**config.mk**
```make
export PLATFORM = sky130hd
export DESIGN_NAME = regfile_mp
export DESIGN_NICKNAME = d
export VERILOG_FILES = /design/src/rtl/regfile_mp.sv
export SDC_FILE = /design/constraint.sdc
export NUM_CORES = 2
export LEC_CHECK = 0
export ABC_AREA = 1
export CAP_MARGIN = 20
export CORE_ASPECT_RATIO = 0.8
export CORE_MARGIN = 10
export CORE_UTILIZATION = 43
export CTS_CLUSTER_SIZE = 30
export DETAILED_ROUTE_END_ITERATION = 10
export PLACE_DENSITY = 0.63
export SLEW_MARGIN = 25
export SYNTH_ARGS = -nofsm -noshare
export SYNTH_HDL_FRONTEND = slang
export SYNTH_SLANG_ARGS = --single-unit
```
**constraint.sdc**
```tcl
create_clock -name clk -period 6.9 [get_ports clk]
set_input_delay 1.38 -clock clk [delete_from_list [all_inputs] [get_ports clk]]
set_output_delay 1.38 -clock clk [all_outputs]
set_load 0.03 [all_outputs]
```
**src/rtl/regfile_mp.sv**
```systemverilog
// regfile_mp: parametrised multi-read-port integer register file for the
// RISC-V datapath, with optional write-to-read bypass, optional registered
// reads and a sequential clear engine that zeroes one register per cycle.
//
// Ports:
//   clk       clock, all state updates on the rising edge
//   rst       synchronous reset, active-low
//   we        write enable
//   waddr     write address (AW bits)
//   wdata     write data (XLEN bits)
//   raddr     packed read addresses, port i = raddr[i*AW +: AW]
//   rdata     packed read data, port i = rdata[i*XLEN +: XLEN]
//   clr_req   request a clear sweep of all registers
//   clr_busy  high while the sweep runs
//   clr_done  one-cycle pulse on the final sweep cycle
//   wr_drop   one-cycle pulse after a write was ignored during a sweep
module regfile_mp #(
    parameter int XLEN     = 32,
    parameter int NREGS    = 32,
    parameter int AW       = $clog2(NREGS),
    parameter int NRD      = 2,
    parameter int BYPASS   = 1,
    parameter int READ_LAT = 0
) (
    input  logic                clk,
    input  logic                rst,
    input  logic                we,
    input  logic [AW-1:0]       waddr,
    input  logic [XLEN-1:0]     wdata,
    input  logic [NRD*AW-1:0]   raddr,
    output logic [NRD*XLEN-1:0] rdata,
    input  logic                clr_req,
    output logic                clr_busy,
    output logic                clr_done,
    output logic                wr_drop
);

    typedef enum logic {IDLE, CLEAR} state_t;

    state_t          state, state_nxt;
    logic [AW-1:0]   ptr, ptr_nxt;
    logic [XLEN-1:0] mem [NREGS];
    logic            wr_ok;
    logic            ptr_last;

    // Writes land only while idle; x0 is never stored.
    assign wr_ok    = we && (waddr != '0) && (state == IDLE);
    assign ptr_last = (ptr == AW'(NREGS - 1));
    assign clr_busy = (state == CLEAR);

    always_ff @(posedge clk) begin
        if (!rst) begin
            state <= IDLE;
            ptr   <= AW'(1);
        end else begin
            state <= state_nxt;
            ptr   <= ptr_nxt;
        end
    end

    always_comb begin
        state_nxt = state;
        ptr_nxt   = ptr;
        clr_done  = 1'b0;
        case (state)
            IDLE: begin
                if (clr_req)
                    state_nxt = CLEAR;
            end
            CLEAR: begin
                // Gated by rst so a reset landing on the last sweep cycle
                // suppresses the completion pulse.
                clr_done = ptr_last && rst;
                ptr_nxt  = ptr + AW'(1);
                if (ptr_last) begin
                    state_nxt = IDLE;
                    ptr_nxt   = AW'(1);
                end
            end
            default: state_nxt = IDLE;
        endcase
    end

    // Storage: reset wipes everything at once, the sweep wipes one entry
    // per cycle and blocks normal writes.
    always_ff @(posedge clk) begin
        if (!rst) begin
            for (int i = 0; i < NREGS; i++)
                mem[i] <= '0;
        end else if (state == CLEAR) begin
            mem[ptr] <= '0;
        end else if (wr_ok) begin
            mem[waddr] <= wdata;
        end
    end

    always_ff @(posedge clk) begin
        if (!rst)
            wr_drop <= 1'b0;
        else
            wr_drop <= (state == CLEAR) && we && (waddr != '0);
    end

    for (genvar g = 0; g < NRD; g++) begin : g_rd
        logic [AW-1:0]   ra;
        logic [XLEN-1:0] sel_p0;

        assign ra = raddr[g*AW +: AW];

        // Port selection: zero for x0 and during a sweep, forwarded write
        // data on an address match when bypass is enabled.
        always_comb begin
            sel_p0 = '0;
            if ((state == IDLE) && (ra != '0)) begin
                if ((BYPASS != 0) && wr_ok && (waddr == ra))
                    sel_p0 = wdata;
                else
                    sel_p0 = mem[ra];
            end
        end

        if (READ_LAT != 0) begin : g_reg
            logic [XLEN-1:0] rd_p1;

            // Registered read stage
            always_ff @(posedge clk) begin
                if (!rst)
                    rd_p1 <= '0;
                else
                    rd_p1 <= sel_p0;
            end

            assign rdata[g*XLEN +: XLEN] = (state == CLEAR) ? '0 : rd_p1;
        end else begin : g_comb
            assign rdata[g*XLEN +: XLEN] = rst ? sel_p0 : '0;
        end
    end

endmodule

```
==> metrics.csv <==
metric,value,unit
status,finished clean,
ctsHtreeMaxLevel,3,
core,134000,um^2
cts_setup_buffers,0,
track_usage,30.9,%
drc,0,
gp_congestion,0.873,
seq_area_frac_synth,52.9,%
synthCells,7525,
p_per_area,237,nW/um^2
yosysTopAreaCell,edfxtp_1,
cts_buffers,108,
die_area,151000,um^2
maxCapViolCount,0,
required,5.52,ns
fin_crit,5.75,ns
synthTopCellsByCount,"nand2_1 (2,337), nand3_1 (1,508), nor2_1 (1,256), edfxtp_1 (1,024), clkbuf_1 (485)",
cts_hold_buf,0,
met1_usage,41.3,%
via_per_inst,6.09,
hold-path-cell-count,2,
hold_class,flip-flop to flip-flop,
grt_antenna_before_repair,6,
hold_start,ptr[4]$_SDFFE_PN0P_,
reg2reg_from,clr_busy$_SDFF_PN0_,
worstSkewPairLatency,0.75,ns
holdPathEnd,ptr[4]$_SDFFE_PN0P_,
crit_fanout,32,
maxSlewHeadroom,24.3,%
slew_viol_final,0,
drt_first_pass_iters,8,
clkSlewWorstSetupHoldPaths,0.06,ns
grt.busiest_layer,met2,
num_vias,55572,
wl_per_cell,26.4,um
gr-total-overflow,0,
fmax,174,MHz
syn_area,58400,um^2
reg2reg_depth,8,
dp_worst_setup_slack,1.20,ns
routed_wl,241000,um
ant_nets,0,
rows,120,
layout_setup_ws,1.15,ns
cts_tree,done,
setup-violations-final,0,
pin_count,118,
rsz0062_at_grt,false,
post-route-period-util,83.3,%
numPortBuffers,117,
layout-drive-gt1-share,6.07,%
syn_avg_cell_area,7.76,um^2
synth_top_area_share,52.6,%
yosys.cell_count.top_type,nand2_1,
grt_pass1_wl,349000,um
peakVddDrop,196,uV
r2r_slack,2.50,ns
clock-root-buffer,clkbuf_16,
synth.distinct_cells,36,
grt_max_degree,129,
worst_pin_slew,1.13,ns
cts.sinks,1031,
fin_nets,7329,
drt_iter0_drc,9564,
cts_resized,0,
leakagePower,25.6,nW
clockBufferDepth,3,
final.setup.tns,0,ns
ys_top_cells_by_area,"edfxtp_1 (53%), nand2_1 (15%), nand3_1 (13%)",
synthToLayoutAreaGrowth,10.3,%
synth_ff_type,edfxtp_1,
grt_util_met2,45.4,%
synth-edff-count,1024,
ys_ff_latch,1031,
grt_pass1_vias,51303,
finClkSkew,0.0395,ns
yosys_warnings,0,
initial_core_util,43.5,%
crit_type,input pin to primary output,
ys_async_sr_fraction,0,%
start_kind,input pin,
r2r-end,mem[13][4]$_SDFFCE_PN0P_,
die_w,432,um
worstPathArrival,4.37,ns
dp.final_hpwl,130000,um
hold_viol,0,
cp-end-kind,primary output,
dieHeight,350,um
grtUsageMet3,7.66,%
## layout make-up
| type | instances | area, um^2 |
|---|---|---|
| flip-flops and latches | 1031 | 30900 |
| well taps | 1769 | 2210 |
| diodes | 1 | 2.50 |
| repair buffers | 257 | 2880 |
| multi-input cells | 5536 | 23800 |
| clock buffers | 140 | 2840 |
| fillers | 12565 | 69900 |
| inverters | 342 | 1320 |
| clock inverters | 55 | 452 |
## metal layers
| metal | part of all wire (%) | vias to the layer above |
|---|---|---|
| li1 | - | 24137 |
| met1 | 37 | 25942 |
| met2 | 42 | 4578 |
| met3 | 15 | 907 |
| met4 | 6.6 | 8 |
| met5 | 0.030 | - |
## stage by stage
stage               total power (W)  utilization (%)  cell area [um^2]  std cells  hold WS [ns]
floorplan                   0.00863                -             58500       7556         0.455
global placement            0.00955             45.5             61100       8935         0.480
detailed placement          0.00957             45.5             61100       8935         0.499
CTS                          0.0152             47.9             64400       9130         0.507
global route                 0.0156             48.0             64400       9130         0.532
finish                       0.0153             48.0             64400       9131         0.507
## kinds of logic (layout without fill, tap and decap cells)
family / Yosys count / after routing / synth area share, %
flops: 1031 / 1031 / 52.9
xor+xnor: 8 / 8 / 0.120
simple gates: 5165 / 5165 / 37.2
other cells: 1 / 33 / 0.00642
buf+inv: 989 / 794 / 6.89
compound gates: 329 / 329 / 2.86
fa+ha+maj: 2 / 2 / 0.0428
## worst max path at each step
stage,startpoint,to,slack [ns],depth (start not counted)
after global placement,waddr[2],rdata[59],1.26,12
after floorplan,raddr[0],rdata[17],2.34,11
after detailed placement,waddr[3],rdata[7],1.20,9
after CTS,waddr[3],rdata[7],1.21,9
after global routing,waddr[2],rdata[57],1.01,12
final,waddr[2],rdata[57],1.15,12
## flip-flops by register name (all words and copies together) (netlist names)
name,count
mem,1024
clr_busy,1
wr_drop,1
ptr,5
## power by group
part / internal [W] / leakage [nW] / switching (W)
registers: 0.00712 / 10.6 / 0.000130
clock network: 0.00309 / 1.60 / 0.00265
logic: 0.000586 / 13.4 / 0.00169
## placed cells by master, fill, tap and decap left out, types with 54 or more instances in the layout
cell type,instances
a21oi_1,161
buf_12,58
buf_4,110
clkbuf_16,108
clkdlybuf4s50_1,80
edfxtp_1,1024
inv_1,328
nand2_1,2282
nand2_2,54
nand3_1,1508
nor2_1,1253
o21ai_0,143
## worst max-delay path: stages
cell	delay [ns]
clkdlybuf4s50_1	0.52
inv_1	0.15
nand4_4	0.17
nand2_1	0.12
nor2_4	0.46
buf_4	0.56
nand3_1	0.13
nand2_1	0.09
inv_1	0.04
nand2_1	0.07
inv_1	0.04
clkdlybuf4s50_1	0.59
No activity file was read; power rests on OpenSTA's default activity.
